===== src/rtl/lpr_boundary_detect_pkg.sv =====
// lpr_boundary_detect_pkg
//   Shared definitions for the plate-location boundary detector.
//   - CW / CW_MAX : width and all-ones value of every pixel/line count.
//   - state_t     : frame FSM states.
//   - sat_add     : add with an upper clamp, computed one bit wider so it never wraps.
//   - sat_sub     : subtract that floors at zero, computed one bit wider.
//   - LPR_EDGE_TO : true in the cycle a signal arrives at level `lvl`,
//                   given its registered copy `q` and current value `d`.

`ifndef LPR_EDGE_TO
`define LPR_EDGE_TO(q, d, lvl) (((d) == (lvl)) && ((q) != (lvl)))
`endif

package lpr_boundary_detect_pkg;

  localparam int            CW     = 12;
  localparam logic [CW-1:0] CW_MAX = {CW{1'b1}};

  typedef enum logic [1:0] {
    WAIT_FRAME,
    ACCUM,
    COMMIT
  } state_t;

  function automatic logic [CW-1:0] sat_add(input logic [CW-1:0] a,
                                            input logic [CW-1:0] b,
                                            input logic [CW-1:0] lim);
    logic [CW:0] sum;
    sum = {1'b0, a} + {1'b0, b};
    return (sum > {1'b0, lim}) ? lim : sum[CW-1:0];
  endfunction

  // The extra top bit is the borrow: set exactly when b > a.
  function automatic logic [CW-1:0] sat_sub(input logic [CW-1:0] a,
                                            input logic [CW-1:0] b);
    logic [CW:0] diff;
    diff = {1'b0, a} - {1'b0, b};
    return diff[CW] ? '0 : diff[CW-1:0];
  endfunction

endpackage


===== src/rtl/lpr_boundary_detect_if.sv =====
// lpr_boundary_detect_if
//   Video-in / box-out bundle of the boundary detector.
//   Inputs to the detector : i_bin, i_hsync, i_vsync, i_de, hcount, vcount.
//   Outputs of the detector: hcount_l, hcount_r, vcount_l, vcount_r,
//                            o_found, o_update, o_hsync (registered i_hsync).
//   master = the video source / box consumer side, slave = the detector.

interface lpr_boundary_detect_if;
  import lpr_boundary_detect_pkg::*;

  logic          i_bin;
  logic          i_hsync;
  logic          i_vsync;
  logic          i_de;
  logic [CW-1:0] hcount;
  logic [CW-1:0] vcount;
  logic [CW-1:0] hcount_l;
  logic [CW-1:0] hcount_r;
  logic [CW-1:0] vcount_l;
  logic [CW-1:0] vcount_r;
  logic          o_found;
  logic          o_update;
  logic          o_hsync;

  modport master (
    output i_bin, i_hsync, i_vsync, i_de, hcount, vcount,
    input  hcount_l, hcount_r, vcount_l, vcount_r, o_found, o_update, o_hsync
  );

  modport slave (
    input  i_bin, i_hsync, i_vsync, i_de, hcount, vcount,
    output hcount_l, hcount_r, vcount_l, vcount_r, o_found, o_update, o_hsync
  );

endinterface


===== src/rtl/lpr_boundary_detect_line_profile.sv =====
// lpr_line_profile
//   Per-line foreground profile: counts foreground pixels of the current line
//   and remembers the first/last foreground column and the line number.
//   Ports:
//     pixelclk, reset_n   clock, asynchronous active-low reset
//     de, bin             data enable and foreground flag of the current pixel
//     hcount, vcount      column / line of the current pixel
//     en                  accumulate only while high; profile held clear otherwise
//     drop                discard the line in progress (frame boundary)
//     line_end            high in the cycle after the last active pixel of a line
//     line_q              the finished line has at least ROW_MIN foreground pixels
//     lmin, lmax, line_v  first / last foreground column and line number

module lpr_line_profile
  import lpr_boundary_detect_pkg::*;
#(
  parameter int ROW_MIN = 8
) (
  input  logic          pixelclk,
  input  logic          reset_n,
  input  logic          de,
  input  logic          bin,
  input  logic [CW-1:0] hcount,
  input  logic [CW-1:0] vcount,
  input  logic          en,
  input  logic          drop,
  output logic          line_end,
  output logic          line_q,
  output logic [CW-1:0] lmin,
  output logic [CW-1:0] lmax,
  output logic [CW-1:0] line_v
);

  logic          de_q;
  logic [CW-1:0] cnt;

  assign line_end = `LPR_EDGE_TO(de_q, de, 1'b0);
  assign line_q   = (cnt >= CW'(ROW_MIN));

  // The profile is cleared in the same edge that hands it to the frame
  // accumulators, so line_end/line_q/lmin/lmax are valid together.
  always_ff @(posedge pixelclk or negedge reset_n) begin
    if (!reset_n) begin
      de_q   <= 1'b0;
      cnt    <= '0;
      lmin   <= '0;
      lmax   <= '0;
      line_v <= '0;
    end else begin
      de_q <= de;
      if (de) line_v <= vcount;
      if (line_end || drop || !en) begin
        cnt  <= '0;
        lmin <= '0;
        lmax <= '0;
      end else if (de && bin) begin
        if (cnt == '0) lmin <= hcount;
        lmax <= hcount;
        cnt  <= sat_add(cnt, CW'(1), CW_MAX);
      end
    end
  end

endmodule


===== src/rtl/lpr_boundary_detect.sv =====
// lpr_boundary_detect
//   Bounding box of foreground pixels in a binarized video stream. A box is
//   accumulated over one frame, expanded by MARGIN on every side (clamped to
//   the active area) and presented from the next frame on.
//   Ports:
//     pixelclk  pixel clock
//     reset_n   asynchronous active-low reset
//     vif       lpr_boundary_detect_if.slave: video in, box/found/update out
//   Box outputs change two cycles after the vsync active edge on i_vsync and
//   stay constant between o_update pulses.

module lpr_boundary_detect
  import lpr_boundary_detect_pkg::*;
#(
  parameter int H_ACTIVE = 1920,
  parameter int V_ACTIVE = 1080,
  parameter int ROW_MIN  = 8,
  parameter int MIN_ROWS = 4,
  parameter int MARGIN   = 2,
  parameter bit VS_POL   = 1'b1
) (
  input logic                  pixelclk,
  input logic                  reset_n,
  lpr_boundary_detect_if.slave vif
);

  state_t        state;
  logic          vs_q;
  logic          hs_q;
  logic          vs_edge;
  logic          line_end;
  logic          line_q;
  logic [CW-1:0] lmin, lmax, line_v;
  logic [CW-1:0] hmin, hmax, vmin, vmax, rows;
  logic [CW-1:0] hcount_l, hcount_r, vcount_l, vcount_r;
  logic          o_found, o_update;

  assign vs_edge = `LPR_EDGE_TO(vs_q, vif.i_vsync, VS_POL);

  // A vsync edge while i_de is still high drops the open line.
  lpr_line_profile #(
    .ROW_MIN (ROW_MIN)
  ) u_line_profile (
    .pixelclk (pixelclk),
    .reset_n  (reset_n),
    .de       (vif.i_de),
    .bin      (vif.i_bin),
    .hcount   (vif.hcount),
    .vcount   (vif.vcount),
    .en       (state == ACCUM),
    .drop     (vs_edge),
    .line_end (line_end),
    .line_q   (line_q),
    .lmin     (lmin),
    .lmax     (lmax),
    .line_v   (line_v)
  );

  // Frame FSM, accumulators and output registers. vs_q resets to the active
  // level so a vsync pulse already in progress at reset release is not taken
  // as an edge. A line ending in the same cycle as the vsync edge is folded
  // in on that edge, before COMMIT reads the accumulators.
  always_ff @(posedge pixelclk or negedge reset_n) begin
    if (!reset_n) begin
      state    <= WAIT_FRAME;
      vs_q     <= VS_POL;
      hs_q     <= 1'b0;
      hmin     <= '0;
      hmax     <= '0;
      vmin     <= '0;
      vmax     <= '0;
      rows     <= '0;
      hcount_l <= '0;
      hcount_r <= '0;
      vcount_l <= '0;
      vcount_r <= '0;
      o_found  <= 1'b0;
      o_update <= 1'b0;
    end else begin
      vs_q     <= vif.i_vsync;
      hs_q     <= vif.i_hsync;
      o_update <= 1'b0;

      if (state != ACCUM) begin
        hmin <= CW_MAX;
        hmax <= '0;
        vmin <= CW_MAX;
        vmax <= '0;
        rows <= '0;
      end else if (line_end && line_q) begin
        if (lmin < hmin)   hmin <= lmin;
        if (lmax > hmax)   hmax <= lmax;
        if (line_v < vmin) vmin <= line_v;
        vmax <= line_v;
        rows <= sat_add(rows, CW'(1), CW_MAX);
      end

      unique case (state)
        WAIT_FRAME: if (vs_edge) state <= ACCUM;
        ACCUM:      if (vs_edge) state <= COMMIT;
        COMMIT: begin
          if (rows >= CW'(MIN_ROWS)) begin
            hcount_l <= sat_sub(hmin, CW'(MARGIN));
            hcount_r <= sat_add(hmax, CW'(MARGIN), CW'(H_ACTIVE - 1));
            vcount_l <= sat_sub(vmin, CW'(MARGIN));
            vcount_r <= sat_add(vmax, CW'(MARGIN), CW'(V_ACTIVE - 1));
            o_found  <= 1'b1;
          end else begin
            o_found  <= 1'b0;
          end
          o_update <= 1'b1;
          state    <= ACCUM;
        end
        default: state <= WAIT_FRAME;
      endcase
    end
  end

  assign vif.hcount_l = hcount_l;
  assign vif.hcount_r = hcount_r;
  assign vif.vcount_l = vcount_l;
  assign vif.vcount_r = vcount_r;
  assign vif.o_found  = o_found;
  assign vif.o_update = o_update;
  assign vif.o_hsync  = hs_q;

endmodule


===== src/flat_wrapper.sv =====
// flat-port wrapper written by rule: the top's interface ports become plain ports
module lpr_boundary_detect_flat import lpr_boundary_detect_pkg::*;
#(
  parameter int H_ACTIVE = 1920,
  parameter int V_ACTIVE = 1080,
  parameter int ROW_MIN  = 8,
  parameter int MIN_ROWS = 4,
  parameter int MARGIN   = 2,
  parameter bit VS_POL   = 1'b1
)
  (pixelclk, reset_n, vif_i_bin, vif_i_hsync, vif_i_vsync, vif_i_de, vif_hcount, vif_vcount, vif_hcount_l, vif_hcount_r, vif_vcount_l, vif_vcount_r, vif_o_found, vif_o_update, vif_o_hsync);
  lpr_boundary_detect_if vif_i ();
  input logic pixelclk;
  input logic reset_n;
  input wire logic [$bits(vif_i.i_bin)-1:0] vif_i_bin;
  input wire logic [$bits(vif_i.i_hsync)-1:0] vif_i_hsync;
  input wire logic [$bits(vif_i.i_vsync)-1:0] vif_i_vsync;
  input wire logic [$bits(vif_i.i_de)-1:0] vif_i_de;
  input wire logic [$bits(vif_i.hcount)-1:0] vif_hcount;
  input wire logic [$bits(vif_i.vcount)-1:0] vif_vcount;
  output wire logic [$bits(vif_i.hcount_l)-1:0] vif_hcount_l;
  output wire logic [$bits(vif_i.hcount_r)-1:0] vif_hcount_r;
  output wire logic [$bits(vif_i.vcount_l)-1:0] vif_vcount_l;
  output wire logic [$bits(vif_i.vcount_r)-1:0] vif_vcount_r;
  output wire logic [$bits(vif_i.o_found)-1:0] vif_o_found;
  output wire logic [$bits(vif_i.o_update)-1:0] vif_o_update;
  output wire logic [$bits(vif_i.o_hsync)-1:0] vif_o_hsync;
  assign vif_i.i_bin = vif_i_bin;
  assign vif_i.i_hsync = vif_i_hsync;
  assign vif_i.i_vsync = vif_i_vsync;
  assign vif_i.i_de = vif_i_de;
  assign vif_i.hcount = vif_hcount;
  assign vif_i.vcount = vif_vcount;
  assign vif_hcount_l = vif_i.hcount_l;
  assign vif_hcount_r = vif_i.hcount_r;
  assign vif_vcount_l = vif_i.vcount_l;
  assign vif_vcount_r = vif_i.vcount_r;
  assign vif_o_found = vif_i.o_found;
  assign vif_o_update = vif_i.o_update;
  assign vif_o_hsync = vif_i.o_hsync;
  lpr_boundary_detect #(.H_ACTIVE(H_ACTIVE), .V_ACTIVE(V_ACTIVE), .ROW_MIN(ROW_MIN), .MIN_ROWS(MIN_ROWS), .MARGIN(MARGIN), .VS_POL(VS_POL)) u_core (.pixelclk(pixelclk), .reset_n(reset_n), .vif(vif_i));
endmodule

===== config.mk =====
export PLATFORM = sky130hd
export DESIGN_NAME = lpr_boundary_detect_flat
export DESIGN_NICKNAME = d
export VERILOG_FILES = /design/src/rtl/lpr_boundary_detect_pkg.sv /design/src/rtl/lpr_boundary_detect_if.sv /design/src/rtl/lpr_boundary_detect_line_profile.sv /design/src/rtl/lpr_boundary_detect.sv /design/src/flat_wrapper.sv
export SDC_FILE = /design/constraint.sdc
export NUM_CORES = 1
export LEC_CHECK = 0
export ABC_AREA = 1
export BUFFER_PORTS_ARGS = -buffer_cell sky130_fd_sc_hd__buf_2
export CAP_MARGIN = 20
export CELL_PAD_IN_SITES_DETAIL_PLACEMENT = 1
export CELL_PAD_IN_SITES_GLOBAL_PLACEMENT = 2
export CORE_MARGIN = 3
export CORE_UTILIZATION = 35
export DETAILED_ROUTE_END_ITERATION = 6
export PLACE_DENSITY = 0.82
export SLEW_MARGIN = 40
export SYNTH_ARGS = -nofsm -noshare
export SYNTH_HDL_FRONTEND = slang
export SYNTH_SLANG_ARGS = --single-unit

===== constraint.sdc =====
create_clock -name pixelclk -period 2.5 [get_ports pixelclk]
set_input_delay 0.125 -clock pixelclk [delete_from_list [all_inputs] [get_ports pixelclk]]
set_output_delay 0.125 -clock pixelclk [all_outputs]
set_load 0.01 [all_outputs]

==> results.toml, run 1 <==
[clock_tree]
clockRootBuffer = "clkbuf_16"
clkSlewWorstSetupHoldPaths_ns = 0.07
htreeDepth = 4
clk_path_buf_depth = 2
postCtsSetupBuffers = 0
worst_skew_pair.late_latency_ns = 0.43
cts_tree = "done"
numCtsBuffers = 17
clock-sinks = 163

[global_routing]
grt_pass1_wl_um = 41400
antenna_found_initial = 0
grt-ovfl-total = 0
grt_max_degree = 60
grt_pass1_vias = 8172
grt_use_total_pct = 18.1

[floorplan]
die_area_mm2 = 0.0275
pin_count = 81
coreArea_mm2 = 0.0247
initial_core_util_pct = 36.2
dieWidth_um = 166
rows = 57
die_height_um = 166

[timing]
setup_tns_ns = 0
hold_ws_ns = 0.0244
max_freq_mhz = 468
setup_viol = 0
tightest_slew_ns = 0.592
timing.slew.headroom_pct = 60.6
hold_violations = 0
final_max_slew_viol_count = 0
rsz0062_at_grt = "false"
min_period_over_period_pct = 85.5
skew_ns = 0.00924
fin_crit_ns = 2.14

[hold_path]
min_path_type = "primary input to flip-flop"

[synthesis]
synth_top_cells_by_area = "dfrtp_1 (45%), nand2_1 (14%), ha_1 (6.4%)"
yosysTopAreaCell = "dfrtp_1"
syn_area_per_cell_um2 = 7.83
syn_nets = 1217
synth_top_area_share_pct = 45.4
synth_ff_type = "dfrtp_1"
synth_edf_count = 0
ys_types = 43
yosysSeqAreaShare_pct = 45.7
async_flop_share_pct = 100
ys_seq_elements = 163
synth_cells = 1141
syn-cell-area_mm2 = 0.00893
ys_warn_count = 0

[place]
place_hpwl_um = 17800
io_buffers = 80
gp_congestion = 0.839
post-place-cells = 1525

[pwr]
peakVddDrop_v = 0.000494
p_int_mw = 5.32
clkPwrFrac_pct = 34.0
p_leak_nw = 5.55
power.switching_mw = 2.85
swShare_pct = 34.9
power_density_mw_per_mm2 = 774
p_seq_share_pct = 40.6
comb_power_share_pct = 25.4

[job]
drv_cap = 0

[worst_setup_path]
end_kind = "flip-flop"
r2r_setup_slack_ns = 0.36
critPathKind = "flip-flop to flip-flop"
cp_max_fo = 10
crit_required_ns = 2.86
cp_data_arrival_time_ns = 2.50
startpoint_type = "flip-flop"

[layout]
antenna_cells = 0
areaGrowthSynthToFinish_pct = 18.3
final_layout_size_suffix_gt1_share_pct = 13.4
fin_util_pct = 42.8
layout.nets = 1318
instances_no_fill = 1579
nFillCells = 3111

[routing]
viasPerCell = 4.88
vias = 7712
wirelength_um = 24300
drt-initial-drc-count = 275
antenna_left = 0
drt_pre_antenna_iters = 4
route.detailed.drc = 0
wl_per_cell_um = 15.4

[outcome]
status = "complete, no violations"
==> cells in the mapped netlist, types with 2 or more instances <==
| cell | n |
|---|---|
| nand2_1 | 340 |
| dfrtp_1 | 162 |
| inv_1 | 132 |
| o21ai_0 | 95 |
| nor2_1 | 92 |
| nand3_1 | 68 |
| ha_1 | 46 |
| a21oi_1 | 28 |
| xor2_1 | 25 |
| clkbuf_1 | 23 |
| nand4_1 | 17 |
| nand3_2 | 11 |
| nor2_2 | 11 |
| nor3_1 | 10 |
| o22ai_1 | 10 |
| buf_2 | 8 |
| o21ai_1 | 7 |
| or2_0 | 6 |
| nand2_2 | 5 |
| nor4_1 | 5 |
| o21bai_1 | 4 |
| xnor2_1 | 4 |
| nor2_4 | 3 |
| o211ai_1 | 3 |
| or2_2 | 3 |
| a22o_1 | 2 |
| a31oi_1 | 2 |
| buf_1 | 2 |
| buf_6 | 2 |
| nand3b_1 | 2 |
==> cell families after synthesis <==
group,after synthesis,synth area share (%)
fa+ha+maj,46,6.44
simple gates,576,28.0
flops,163,45.7
compound gates,156,9.48
buf+inv,171,7.52
xor+xnor,29,2.84
==> power by group through the flow <==
stage	logic (mW)	clock network [mW]	registers (mW)
after floorplan	1.45	0	3.26
after global placement	2.03	0	3.37
after detailed placement	2.09	0	3.37
after CTS	2.14	2.83	3.33
after global routing	2.45	2.97	3.38
final	2.07	2.78	3.32
==> critical path: stages (launching register included) <==
cell and delay, ns:
dfrtp_1 0.43, ha_1 0.22, nand2_1 0.09, nor2_2 0.20
nand2_1 0.10, o21bai_1 0.20, nand3_1 0.12, nor2_1 0.19
nand3_2 0.26, nand3_1 0.14, nand2_1 0.06, nand2_1 0.06
==> metal layers <==
metal | share of wire, % | vias up | wire (µm) | track usage, %
met3 | 2.1 | 33 | 519 | 2.86
met4 | 1.6 | 0 | 399 | 4.70
li1 | - | 3853 | - | -
met5 | 0 | - | 0 | 0
met1 | 46 | 3749 | 11100 | 23.0
met2 | 50 | 77 | 12300 | 32.3
==> placed cells by master, fill, tap and decap left out, drive strengths merged, types with 3 or more instances in the layout <==
cell,Yosys,final
nor2,106,106
buf,13,97
nand4,17,17
nand2,346,346
a31oi,3,3
o211ai,3,3
o21bai,4,4
clkinv,1,7
xnor2,4,4
a21oi,28,28
ha,46,46
inv,133,135
nor4,5,5
nand3,79,79
clkbuf,24,19
o21ai,102,102
bufinv,0,3
dfrtp,162,162
o22ai,10,10
or2,9,9
dlygate4sd3,0,22
xor2,25,25
nor3,12,12
==> area by class of cell <==
class | instances | area [µm²] | area share (%)
multi-input cells | 807 | 4180 | 39.6
clock buffers | 19 | 443 | 4.19
flip-flops and latches | 163 | 4080 | 38.6
inverters | 134 | 503 | 4.76
well taps | 324 | 405 | 3.84
repair buffers | 119 | 779 | 7.38
clock inverters | 13 | 175 | 1.66
==> registers in the layout, summed over array words and instances (netlist names) <==
signal	flops
u_core.rows	12
u_core.u_line_profile.line_v	12
u_core.state	2
u_core.hmin	12
u_core.u_line_profile.de_q	1
u_core.hmax	12
u_core.vif.hcount_r	12
u_core.vif.o_hsync	1
u_core.vif.vcount_r	12
u_core.vif.o_update	1
u_core.vif.o_found	1
u_core.vif.hcount_l	12
u_core.u_line_profile.lmax	12
u_core.u_line_profile.cnt	12
u_core.vif.vcount_l	12
u_core.vmax	12
u_core.u_line_profile.lmin	12
u_core.vs_q	1
u_core.vmin	12
==> metrics by stage <==
stage / total power [mW] / setup WS, ns / area, µm²
2_1_floorplan: 4.71 / 0.712 / 8930
3_3_place_gp: 5.40 / 0.458 / 9730
3_5_place_dp: 5.47 / 0.427 / 9730
4_1_cts: 8.30 / 0.373 / 10600
5_1_grt: 8.79 / 0.135 / 10600
6_report: 8.17 / 0.364 / 10600
==> timing repair <==
action / CTS / global route
endpoints found under the hold margin: 81 / 0
setup endpoints to repair: 0 / 0
hold buffers: 22 / 0
gates resized for setup: 0 / 0
==> final timing paths <==
path,to,from,depth (start not counted)
max,u_core.rows[0],u_core.rows[1],11
min,u_core.u_line_profile.lmax[10],vif_hcount[10],3
max reg2reg,u_core.rows[0],u_core.rows[1],11
min reg2reg,u_core.vif.o_found,u_core.vif.o_found,2
max in group asynchronous,u_core.vs_q,reset_n,3
min in group asynchronous,u_core.vif.vcount_l[3],reset_n,2
Power figures use the tool's default switching activity.
==> run 2: changes to the inputs <==
CTS_BUF_LIST = sky130_fd_sc_hd__clkbuf_2 sky130_fd_sc_hd__clkbuf_4 sky130_fd_sc_hd__clkbuf_8   (was unset)
MAX_ROUTING_LAYER = met4   (was unset)
SYNTH_HIERARCHICAL = 1   (was unset)
==> run 2 against run 1 <==
Combinational power up 22%. Final cell count up 5.4%. Sequential share of layout area down 1.0 points.
==> results.toml, run 2 <==
[outcome]
status = "complete, no violations"

[synthesis]
synth_edf_count = 0
synth_top_family_by_area = "simple AND/OR/NAND/NOR gates"
syn_nets = 1290
synth-xor-area-share_pct = 2.51
ys_seq_elements = 163
syn-cell-area_mm2 = 0.00938
yosysSeqAreaShare_pct = 43.5
synth_compound_gate_area_share_pct = 5.58
synth_ff_type = "dfrtp_1"
netlist_top_cells_count = "nand2_1 (396), dfrtp_1 (162), inv_1 (146)"
syn_area_per_cell_um2 = 7.72
yosys.area_share.simple_pct = 32.2
synthMuxAreaShare_pct = 1.44
yosysTopAreaCell = "dfrtp_1"
synth_most_common_cell = "nand2_1"
synthAdderAreaFrac_pct = 6.14
synth_top_area_share_pct = 43.2
synth_cells = 1214
async_flop_share_pct = 100
ys_types = 44
ys_warn_count = 6
synth_top_cells_by_area = "dfrtp_1 (43%), nand2_1 (16%), nand3_1 (6.8%)"

[routing]
viasPerCell = 4.86
route.detailed.drc = 0
antenna_left = 0
vias = 8082
drt_pre_antenna_iters = 4
wl_per_cell_um = 15.7
drt-initial-drc-count = 333
wirelength_um = 26200

[layout]
fin_util_pct = 41.4
multi_input_area_mm2 = 0.00449
mostFrequentLayoutCell = "nand2_1"
antenna_cells = 0
layout.nets = 1394
nFillCells = 3232
final_cell_mix = "nand2_1 (394), dfrtp_1 (162), inv_1 (146)"
areaGrowthSynthToFinish_pct = 15.7
final_layout_size_suffix_gt1_share_pct = 15.8
ff_latch_area_mm2 = 0.00408

[clock_tree]
clockRootBuffer = "clkbuf_8"
clk_path_buf_depth = 2
clock-sinks = 163
clkSlewWorstSetupHoldPaths_ns = 0.09
cts_tree = "done"
numCtsBuffers = 17
htreeDepth = 4
worst_skew_pair.late_latency_ns = 0.47

[timing]
tightest_slew_ns = 0.562
timing.slew.headroom_pct = 62.5
setup_tns_ns = 0
fin_crit_ns = 2.25
skew_ns = 0.0138
fin_ws_ns = 0.253
rsz0062_at_grt = "false"
max_freq_mhz = 445
min_period_over_period_pct = 89.9
final_max_slew_viol_count = 0
setup_viol = 0
hold_violations = 0

[worst_setup_path]
end_kind = "flip-flop"
cp_data_arrival_time_ns = 2.60
startpoint_type = "flip-flop"
critPathKind = "flip-flop to flip-flop"
crit_required_ns = 2.85
cp_max_fo = 24

[global_routing]
grt_pass1_vias = 8671
antenna_found_initial = 0
grt_max_degree = 58
grt_use_total_pct = 19.5
grt-ovfl-total = 0
grt_pass1_wl_um = 44100

[floorplan]
die_area_mm2 = 0.0288
coreArea_mm2 = 0.0262
die_height_um = 170
pin_count = 81
rows = 59
initial_core_util_pct = 35.8
dieWidth_um = 170

[pwr]
comb_power_share_pct = 31.3
p_seq_share_pct = 41.3
power_density_mw_per_mm2 = 745
clkPwrFrac_pct = 27.5
peakVddDrop_v = 0.000339
swShare_pct = 36.8
p_int_mw = 5.11
power.switching_mw = 2.98
p_leak_nw = 5.81

[place]
gp_congestion = 0.851
place_hpwl_um = 19300
io_buffers = 80
pre_cts_slack_ns = 0.212

[job]
drv_cap = 0

[hold_path]
min_path_type = "primary input to async pin"
run 2: cell types whose count changed after synthesis, sizes merged, moves of 20 or more:
cell,change
buf,+21
inv,+20
nand2,+57
nand3,+53
o21ai,-50
run 2: power groups by stage:
| stage | Combinational [mW] | Clock, mW | Sequential [mW] |
|---|---|---|---|
| after CTS | 2.57 | 2.30 | 3.34 |
| after global routing | 2.91 | 2.41 | 3.39 |
| after detailed placement | 2.51 | 0 | 3.38 |
| final | 2.53 | 2.22 | 3.34 |
| after global placement | 2.43 | 0 | 3.37 |
| after floorplan | 1.75 | 0 | 3.29 |
run 2: final timing paths:
check                                              start                      endpoint  slack (ns)  cells after the start
max in group asynchronous                        reset_n       u_core/vif.hcount_r[11]        1.45                      3
setup reg to reg           u_core/u_line_profile/cnt[10]                u_core/vmin[1]        0.25                     11
hold / removal                                   reset_n                u_core/rows[2]        0.20                      2
setup / recovery           u_core/u_line_profile/cnt[10]                u_core/vmin[1]        0.25                     11
min in group pixelclk                          vif_i_bin  u_core/u_line_profile/cnt[9]        0.31                      5
hold reg to reg                           u_core/hmin[2]                u_core/hmin[2]        0.48                      2
run 2: repair_timing:
| item | 4_1_cts | 5_1_grt |
|---|---|---|
| hold endpoints to repair | 90 | 0 |
| resized for setup | 0 | 3 |
| hold buffers | 28 | 0 |
| buffers inserted | 0 | 0 |
| endpoints found under the setup margin | 0 | 25 |
run 2: layout make-up:
cell class,instances,share of cell area [%]
inverters,153,5.29
repair buffers,127,7.76
multi-input cells,856,41.4
clock buffers,20,2.42
clock inverters,10,1.67
well taps,335,3.86
flip-flops and latches,163,37.6
run 2: routing by layer:
layer | part of all wire [%] | GRT usage, % | vias up
li1 | - | - | 4044
met1 | 49 | 25.5 | 3945
met2 | 48 | 32.5 | 77
met3 | 1.9 | 2.98 | 16
met4 | 0.79 | 3.98 | 0
met5 | 0 | - | -
run 2: worst max-delay path, stage by stage, from the launching register on:
cell and delay [ns]:
dfrtp_1 0.43, nor4_1 0.34, nand4_1 0.14, nor2_1 0.16
inv_1 0.10, nand2_1 0.10, inv_1 0.11, nor2_4 0.13
inv_2 0.14, buf_4 0.27, nand3_1 0.14, nand2_1 0.06
run 2: cell families after synthesis:
| family | count (synthesis) |
|---|---|
| simple gates | 683 |
| fa+ha+maj | 46 |
| xor+xnor | 26 |
| buf+inv | 195 |
| mux | 12 |
| flops | 163 |
| compound gates | 89 |
run 2: per-stage QoR:
step                      area [µm²]  hold WS, ns  power, mW  std cells
after floorplan                 9380       -0.171       5.04       1214
after global placement         10100        0.145       5.80       1606
after detailed placement       10100        0.150       5.90       1606
after CTS                      10800        0.211       8.20       1664
after global routing           10900        0.201       8.71       1664
final                          10900        0.198       8.08       1664
